**config.mk**
```make
export PLATFORM = sky130hd
export DESIGN_NAME = reset_seq_ctrl
export DESIGN_NICKNAME = d
export VERILOG_FILES = /design/src/rtl/reset_seq_pkg.sv /design/src/rtl/ctech_mux2x1_4.sv /design/src/rtl/reset_seq_ctrl.sv
export SDC_FILE = /design/constraint.sdc
export NUM_CORES = 1
export LEC_CHECK = 0
export ABC_CLOCK_PERIOD_IN_PS = 2250
export CAP_MARGIN = 20
export CORE_AREA = 5 5 42 44
export CTS_BUF_LIST = sky130_fd_sc_hd__clkbuf_2 sky130_fd_sc_hd__clkbuf_4 sky130_fd_sc_hd__clkbuf_8
export DETAILED_ROUTE_END_ITERATION = 8
export DIE_AREA = 0 0 47 49
export DONT_BUFFER_PORTS = 1
export GPL_TIMING_DRIVEN = 0
export PLACE_DENSITY = 0.79
export SKIP_CTS_REPAIR_TIMING = 1
export SLEW_MARGIN = 20
export SYNTH_ARGS = -nofsm -noshare
export SYNTH_HDL_FRONTEND = slang
export SYNTH_HIERARCHICAL = 1
export SYNTH_SLANG_ARGS = --single-unit
export TNS_END_PERCENT = 100
```
**constraint.sdc**
```tcl
create_clock -name dclk -period 2.25 [get_ports dclk]
set_input_delay 0.225 -clock dclk [delete_from_list [all_inputs] [get_ports dclk]]
set_output_delay 0.225 -clock dclk [all_outputs]
set_load 0.02 [all_outputs]
```
**src/rtl/reset_seq_pkg.sv**
```systemverilog
// Shared types for the staged reset sequencer:
// FSM state encoding and reset-cause codes.
package reset_seq_pkg;

    typedef enum logic [1:0] {
        HOLD,
        REL,
        RUN
    } state_t;

    localparam logic [1:0] CAUSE_POR  = 2'b00;
    localparam logic [1:0] CAUSE_SOFT = 2'b01;
    localparam logic [1:0] CAUSE_WDT  = 2'b10;
    localparam logic [1:0] CAUSE_BOTH = 2'b11;

endpackage

```
**src/rtl/ctech_mux2x1_4.sv**
```systemverilog
// Behavioural model of the 2:1 mux library cell.
// Ports: i0/i1 data, s select (1 picks i1), z output.
module ctech_mux2x1_4 (
    input  logic i0,
    input  logic i1,
    input  logic s,
    output logic z
);

    assign z = s ? i1 : i0;

endmodule

```
**src/rtl/reset_seq_ctrl.sv**
```systemverilog
// Staged reset release for NUM_DOM domains on dclk.
// Ports: dclk, arst_n, scan_mode, soft/wdt requests;
// rst_n_out (bit 0 first), busy, rst_cause.
import reset_seq_pkg::*;

module reset_seq_ctrl #(
    parameter int NUM_DOM    = 3,
    parameter int MIN_ASSERT = 4,
    parameter int STAGE_DLY  = 2
) (
    input  logic               dclk,
    input  logic               arst_n,
    input  logic               scan_mode,
    input  logic               soft_rst_req,
    input  logic               wdt_rst_req,
    output logic [NUM_DOM-1:0] rst_n_out,
    output logic               busy,
    output logic [1:0]         rst_cause
);

    localparam int MAXD =
        (MIN_ASSERT > STAGE_DLY) ? MIN_ASSERT : STAGE_DLY;
    localparam int CW = $clog2(MAXD) + 1;
    localparam int SW = $clog2(NUM_DOM) + 1;

    localparam logic [CW-1:0] HOLD_LAST = CW'(MIN_ASSERT - 1);
    localparam logic [CW-1:0] REL_LAST  = CW'(STAGE_DLY - 1);
    localparam logic [SW-1:0] LAST_STG  = SW'(NUM_DOM - 1);

    state_t             state_q, state_d;
    logic [CW-1:0]      cnt_q, cnt_d;
    logic [SW-1:0]      stage_q, stage_d;
    logic [NUM_DOM-1:0] rst_q, rst_d;
    logic               busy_q, busy_d;
    logic [1:0]         cause_q, cause_d;
    logic               req;

    assign req = soft_rst_req | wdt_rst_req;

    always_ff @(posedge dclk or negedge arst_n) begin
        if (!arst_n) begin
            state_q <= HOLD;
            cnt_q   <= '0;
            stage_q <= '0;
            rst_q   <= '0;
            busy_q  <= 1'b1;
            cause_q <= CAUSE_POR;
        end else begin
            state_q <= state_d;
            cnt_q   <= cnt_d;
            stage_q <= stage_d;
            rst_q   <= rst_d;
            busy_q  <= busy_d;
            cause_q <= cause_d;
        end
    end

    always_comb begin
        state_d = state_q;
        cnt_d   = cnt_q;
        stage_d = stage_q;
        rst_d   = rst_q;
        busy_d  = busy_q;
        cause_d = cause_q;

        if (req) begin
            // Any request restarts the whole sequence,
            // reasserting domains already released.
            state_d = HOLD;
            cnt_d   = '0;
            stage_d = '0;
            rst_d   = '0;
            busy_d  = 1'b1;
            cause_d = {wdt_rst_req, soft_rst_req};
        end else begin
            unique case (state_q)
                HOLD: begin
                    if (cnt_q == HOLD_LAST) begin
                        rst_d[0] = 1'b1;
                        cnt_d    = '0;
                        if (NUM_DOM == 1) begin
                            state_d = RUN;
                            busy_d  = 1'b0;
                        end else begin
                            state_d = REL;
                            stage_d = SW'(1);
                        end
                    end else begin
                        cnt_d = cnt_q + CW'(1);
                    end
                end
                REL: begin
                    if (cnt_q == REL_LAST) begin
                        // Decode stage without a wide index.
                        for (int i = 0; i < NUM_DOM; i++) begin
                            if (stage_q == SW'(i)) begin
                                rst_d[i] = 1'b1;
                            end
                        end
                        cnt_d   = '0;
                        stage_d = stage_q + SW'(1);
                        if (stage_q == LAST_STG) begin
                            state_d = RUN;
                            busy_d  = 1'b0;
                        end
                    end else begin
                        cnt_d = cnt_q + CW'(1);
                    end
                end
                RUN: begin
                    cnt_d = cnt_q;
                end
                default: begin
                    state_d = HOLD;
                end
            endcase
        end
    end

    // Scan bypass: every output follows arst_n directly.
    for (genvar g = 0; g < NUM_DOM; g++) begin : g_scan
        ctech_mux2x1_4 u_mux (
            .i0 (rst_q[g]),
            .i1 (arst_n),
            .s  (scan_mode),
            .z  (rst_n_out[g])
        );
    end

    assign busy      = busy_q;
    assign rst_cause = cause_q;

endmodule
```
# [Yosys cells after proc, flatten, opt, wreduce, memory -nomap -nowiden]
# Index checks and enable logic that the tools add are counted.
[word_totals] reg_bits=14 latchBits=0 mem_bits_rw=0 mem_bits_ro=0 in_bits=5 wordCells=62 n_memories=0
[op_classes] n_addsub=2 multipliers=0 div=0 magnitude_cmp=0 eq_ne=11 n_shift=0 mux=28 bitwise=1 reduce_logical=12
[op_table] operator="3-bit two-way mux" count=8
[op_table] operator="3-bit != test, second input constant" count=4
[op_table] operator="3-bit one-hot mux with 2 select lines" count=2
[op_table] operator="1-bit two-way mux" count=11
[op_table] operator="2-bit two-way mux" count=5
[op_table] operator="3-bit AND reduction" count=3
[op_table] operator="4-bit AND reduction" count=2
[op_table] operator="2-bit nonzero test" count=4
[op_table] operator="3-bit by 1-bit adder with 3-bit output, second input constant" count=2
[op_table] operator="3-bit by 1-bit == test with 1-bit output, second input constant" count=2
[op_table] operator="3-bit by 2-bit == test with 1-bit output, second input constant" count=2
[op_table] operator="2-bit one-hot mux with 3 select lines" count=1
[op_table] operator="3-bit logical NOT" count=1
[op_table] operator="3-bit nonzero test" count=1
[op_table] operator="2-bit by 1-bit == test with 1-bit output, second input constant" count=1
[op_table] operator="2-bit == test, second input constant" count=1
[op_table] operator="2-bit logical NOT" count=1
[op_table] operator="2-bit != test, second input constant" count=1
[op_table] operator="1-bit one-hot mux with 2 select lines" count=1
[op_table] operator="1-bit bitwise OR" count=1

# [Depth between registers and ports, before layout]
# Gate-level depths: netlist of the first run.
[depth] word_depth=5 mapped_depth=5 depth_no_buf=5

# [By module]
# The synthesis of the first run kept the hierarchy.
[modules_own_cells] mod="reset_seq_ctrl" n_inst=1 cells_per_inst=75 area_each_um2=790.8
[modules_own_cells] mod="ctech_mux2x1_4" n_inst=3 cells_per_inst=1 area_each_um2=15.0

# [Worst setup path before layout of the first run]
# No wires, ideal clock.
[synth_timing] path_type="register -> register" start="reg cnt_q[0]" end="reg cnt_q[1]" setup_ps=110 t_arrival_ps=1262 setup_slack_ps=878 path_stages_with_launch=5 synth_period_minus_slack_ps=1372 cell_sequence="dfrtp_1 -> ha_1 -> nor2b_1 -> mux2_2 -> o41ai_1"
[synth_between] elab_chain_cells=4
[synth_lines] item="start: declaration" line_no="reset_seq_ctrl.sv:31" text="logic [CW-1:0] cnt_q, cnt_d;"
[synth_lines] item="start signal: assignment" line_no="reset_seq_ctrl.sv:50" text="cnt_q <= cnt_d;"
[synth_lines] item="3-bit by 1-bit adder with 3-bit output, or another cell as far along" line_no="reset_seq_ctrl.sv:89, reset_seq_ctrl.sv:107"
[synth_lines] item="3-bit two-way mux (on tied branches)" line_no="reset_seq_ctrl.sv:93, reset_seq_ctrl.sv:78"
[synth_lines] item="3-bit one-hot mux with 2 select lines *" line_no="reset_seq_ctrl.sv:76" text="unique case (state_q)"
[synth_lines] item="3-bit two-way mux *" line_no="reset_seq_ctrl.sv:66" text="if (req) begin"
# Mark *: on every way between the ends. The rest lies on a longest branch, timed or not.
# A chain may end at the register's enable or synchronous reset.

# [Worst setup path after layout of the first run]
[layout_timing] start="reg cnt_q[0]" end="reg stage_q[0]"
[layout_between] elab_chain_cells=3
[layout_lines] item="3-bit by 1-bit == test with 1-bit output / 3-bit by 2-bit == test with 1-bit output (equally long branches)" line_no="reset_seq_ctrl.sv:93, reset_seq_ctrl.sv:78"
[layout_lines] item="3-bit != test (no line)"
[layout_lines] item="3-bit AND reduction (no line) *"
[layout_lines] item="end signal: assignment" line_no="reset_seq_ctrl.sv:51" text="stage_q <= stage_d;"
[layout_lines] item="end: declaration" line_no="reset_seq_ctrl.sv:32" text="logic [SW-1:0] stage_q, stage_d;"
# Marked as above.

==> reports/results.tsv, run 1 <==
metric	value	unit
grtUsageTotal	0.150	
power_density	520	nW/um^2
drv_slew	0	
gp_congestion	0.832	
syn_inst	78	
rsz0062_at_grt	false	
hold_ws	0.0304	ns
wire_per_inst	15.9	um
diodes	0	
path_clk_slew	0.08	ns
start_util	0.596	
ys_ff_latch	14	
post-route-util	0.639	
clock_latency	0.28	ns
grt_max_degree	18	
setup_ws	0.676	ns
period_needed	1.57	ns
area_growth	7.19	%
cts_root_buffer	clkbuf_4	
cts.sinks	14	
drive_gt1_frac	0.205	
critPathRequiredTime	2.43	ns
drt_first_iter_violations	5	
drt-total-wl	1.58	mm
dr.pass1.iters	4	
place_worst_setup_slack	0.726	ns
io_buffer_count	0	
grt_pass1_vias	589	
finalHoldViolCount	0	
setup_viol	0	
rows	14	
syn-num-nets	91	
vias	607	
cts_tree	yes	
drc	0	
maxCapViolations	0	
synth-warning-count	6	
critPathArrivalTime	1.76	ns
crit_start	cnt_q[0]	
fin_setup_tns	0	ns
status	completed	
synth-edff-count	0	
regToRegSetupSlack	0.68	ns
min-delay-start	soft_rst_req	
grt_antenna_before_repair	0	
synthArstFlopShare	1.00	
routed_via_density	6.13	
layout_commonest_cell	dfrtp_1	
fin_nets	97	
finalCritPeriodShare	0.699	
synth_area	836	um^2
dieArea	2300	um^2
worst_setup_path_start_kind	register	
hold_path.class	in2reg	
grt-ovfl-total	0	
finClkSkew	0.000767	ns
end_kind	register	
die_w	47	um
fmax	635	MHz
synth_cell_types	33	
cts_inserted_buffers	3	
ys_seq_area_frac	0.421	
peakVddDrop	0.315	mV
crit_fanout	5	
place_hpwl	1.13	mm
worst_pin_slew	0.635	ns
clock_path_buffers	2	
fp.dieH	49	um
max_slew_margin	0.576	
ioPinCount	11	
avgSynthCellArea	10.7	um^2
leakage	0.408	nW
synth-main-ff-cell	dfrtp_1	
final_cell_mix	dfrtp_1 (13), inv_1 (9), ha_1 (8)	
cts_htree_levels	1	
core	1400	um^2
antenna_left	0	
timing.rr.start	cnt_q[0]	
grt_pass1_wl	2.50	mm
path_class	reg2reg	
[through the flow]
stage / power, W / instance area [um^2] / std cells
final: 0.000466 / 896 / 99
after global routing: 0.000482 / 896 / 99
after CTS: 0.000459 / 886 / 98
after detailed placement: 0.000303 / 856 / 94
after global placement: 0.000301 / 856 / 94
after floorplan: 0.000296 / 836 / 78
[registers in the layout, summed over array words and instances (netlist names)]
signal,cells
busy,1
cnt_q,3
rst_cause,2
state_q,2
stage_q,3
rst_q,3
[power breakdown]
group	internal (W)	switching (W)
combinational	0.0000172	0.0000239
sequential	0.000256	0.00000670
clock	0.0000811	0.0000816
[Yosys cell counts (2+ instances only)]
cell type  count  area share
a22oi_1        2       0.018
nor2b_1        3       0.022
nand3_1        5       0.030
ha_1           8        0.12
o21ai_0        2       0.012
nand2b_1       2       0.015
inv_1          9       0.040
dfrtp_1       13        0.39
mux2_4         3       0.054
a21oi_1        4       0.024
a21o_2         2       0.021
a31oi_1        3       0.022
nor2_1         2      0.0090
[final cells by class]
cell class	instances	area, um^2
fill	132	505
multi-input combinational	52	427
sequential	14	352
inverter	9	33.8
clock buffer	4	30.0
buffer	3	23.8
tap	16	20.0
timing repair buffer	1	10.0
[critical path, stage by stage (launching register included)]
cell and delay (ns):
dfrtp_1 0.42, ha_1 0.23, ha_1 0.20, o21bai_1 0.34, a21oi_1 0.10, o21a_1 0.19
[path summary, 6_finish.rpt]
check | cells after the start | endpoint
min reg2reg | 1 | stage_q[2]
max in group asynchronous | 1 | cnt_q[0]
min in group asynchronous | 1 | state_q[1]
min | 1 | rst_cause[0]
max | 5 | stage_q[0]
max reg2reg | 5 | stage_q[0]
[metal layers]
metal / vias to the layer above / global-route usage / wire (um)
li1: 284 / - / -
met1: 299 / 0.181 / 634
met2: 19 / 0.249 / 817
met3: 5 / 0.0221 / 89
met4: 0 / 0.0691 / 35
met5: - / 0 / 0
[cells by family after synthesis]
| kind of cell | Yosys count | share of synthesized area |
|---|---|---|
| compound gates | 21 | 0.174 |
| simple gates | 18 | 0.138 |
| flops | 14 | 0.421 |
| buf+inv | 12 | 0.0689 |
| fa+ha+maj | 8 | 0.120 |
| mux | 5 | 0.0793 |
No activity file was read; power rests on OpenSTA's default activity.
==> run 2, diff against run 1 <==
- ABC_CLOCK_PERIOD_IN_PS: 2250 -> 1630
- CORE_AREA: 5 5 42 44 -> default
- CORE_MARGIN: default -> 5
- CORE_UTILIZATION: default -> 64
- DIE_AREA: 0 0 47 49 -> default
- PLACE_DENSITY: 0.79 -> 0.8
- clock period: 2.25 -> 1.63 ns (I/O delays scaled with it)
==> run 2 against run 1 <==
Net effect: clock power grew 37%; cell area grew 1.4%; via count shrank 2.1%; global-route usage grew 2.5 points; wire length shrank 3.3%; core utilization grew 7.7 points; critical path depth shrank 1; maximum frequency grew 4.5%; sequential share of layout area shrank 0.54 points; first-iteration DRC count grew 140%.
==> reports/results.tsv, run 2 (synthesized netlist as in run 1, its figures left out) <==
metric	value	unit	change
status	completed		
vias	594		-2.1%
grt_pass1_vias	593		+0.68%
placed_cells	93		-1.1%
drc	0		unchanged
switching_share	0.239		-0.00186
p_int	0.000490	W	+38%
cpMostUsedCell	ha_1		
cts_inserted_buffers	3		unchanged
grt_antenna_before_repair	0		unchanged
path_clk_slew	0.08	ns	about the same
area_growth	8.68	%	
ioPinCount	11		unchanged
antenna_left	0		unchanged
finalCritPeriodShare	0.924		+0.225
worst_pin_slew	0.618	ns	-0.0160 ns
power_density	709	nW/um^2	+36%
largestRegisters	cnt_q (3), rst_q (3), stage_q (3)		
p_seq_frac	0.563		about the same
crit_start	cnt_q[0]		
finalPower	0.000644	W	+38%
drt-total-wl	1.52	mm	-3.3%
regToRegSetupSlack	0.12	ns	-0.55 ns
peakVddDrop	0.565	mV	+79%
start_util	0.659		+0.0623
setup_viol	0		unchanged
grt_max_degree	18		unchanged
p_switching	0.000154	W	+37%
critical_path.top_delay_family	adder cells		
crit_chain	ha_1, ha_1, mux2_2, o41ai_1		
path_class	reg2reg		
clock_latency	0.28	ns	about the same
fill_cells	93		-30%
ff2ff_path_depth	4		-1
min-delay-start	wdt_rst_req		
leakage	0.413	nW	+1.3%
final_cell_mix	dfrtp_1 (13), inv_1 (9), ha_1 (8)		
drive_gt1_frac	0.214		+0.00947
hold_ws	0.0108	ns	-0.0196 ns
period_needed	1.51	ns	-0.0673 ns
cp_num_cells	4		-1
layout_commonest_cell	dfrtp_1		
drt_first_iter_violations	12		+7
clkPwrFrac	0.347		-0.002
cts_htree_levels	1		unchanged
crit_path_end	cnt_q[1]		
maxCapViolations	0		unchanged
drv_slew	0		unchanged
core	1270	um^2	-9.5%
fin_setup_tns	0	ns	unchanged
crit_slowest_cell	dfrtp_1		
fin_nets	98		+1.0%
cts.sinks	14		unchanged
timing.rr.start	cnt_q[0]		
io_buffer_count	0		unchanged
grt_pass1_wl	2.60	mm	+3.9%
final_cells	99		unchanged
cts_root_buffer	clkbuf_4		
comb_power_share	0.090		+0.002
dieArea	2130	um^2	-7.6%
dr.pass1.iters	4		unchanged
max_slew_margin	0.586		+0.0107
hold_depth	2		+1
worst_setup_path_start_kind	register		
crit_buf_inv	0		unchanged
finClkSkew	0.00127	ns	+0.000504 ns
cp_slowest_stage_delay	0.42	ns	about the same
fp.dieH	46.1	um	-5.8%
reg2reg_to	cnt_q[1]		
grtUsageTotal	0.175		+0.0254
crit_fanout	4		-1
end_kind	register		
wire_per_inst	15.4	um	-3.3%
routed_via_density	6.00		-2.1%
clock_path_buffers	2		unchanged
place_hpwl	1.12	mm	-1.1%
rsz0062_at_grt	false		
diodes	0		unchanged
die_w	46.1	um	-1.8%
hold_path.class	in2reg		
grt-ovfl-total	0		unchanged
fmax	664	MHz	+4.5%
gp_congestion	0.743		-11%
rows	13		-1
cts_tree	yes		
critPathArrivalTime	1.68	ns	-0.08 ns
finalHoldViolCount	0		unchanged
critPathRequiredTime	1.80	ns	-0.63 ns
## run 2: worst reg2reg max path, stage by stage (launching register included)
cell and delay (ns):
dfrtp_1 0.42, ha_1 0.23, ha_1 0.22, mux2_2 0.29, o41ai_1 0.24
## run 2: per-layer routing
metal	wire, um	up-vias	GRT usage
met5	0	-	0
met4	13	0	0.0682
met3	70	2	0.0391
met2	783	13	0.291
met1	656	292	0.219
li1	-	287	-
## run 2: power by group through the flow
stage               Clock (W)  Combinational [W]  Sequential, W
floorplan                   0          0.0000412       0.000368
global placement            0          0.0000468       0.000369
detailed placement          0          0.0000474       0.000370
CTS                  0.000223          0.0000479       0.000363
global route         0.000243          0.0000649       0.000364
finish               0.000223          0.0000580       0.000363
## run 2: through the flow
step,cell area (um^2),util,setup slack [ns]
4_1_cts,885,0.697,0.0689
5_1_grt,908,0.716,0.0402
2_1_floorplan,836,-,0.258
6_report,908,0.716,0.124
3_3_place_gp,855,0.674,0.118
3_5_place_dp,855,0.674,0.0951
## run 2: worst min-delay path by stage
stage                         endpoint  slack [ns]
final                     rst_cause[1]        0.01
after global routing      rst_cause[1]        0.02
after CTS                     cnt_q[1]       -0.43
after detailed placement  rst_cause[1]       -0.13
after global placement    rst_cause[1]       -0.13
after floorplan               cnt_q[0]       -0.13
## run 2: final cells by class
type,instances,area (um^2),share of cell area
multi-input cells,52,430,0.474
plain buffers,3,23.8,0.0262
repair buffers,2,20.0,0.0220
clock buffers,4,30.0,0.0331
flip-flops and latches,14,352,0.387
well taps,15,18.8,0.0207
inverters,9,33.8,0.0372
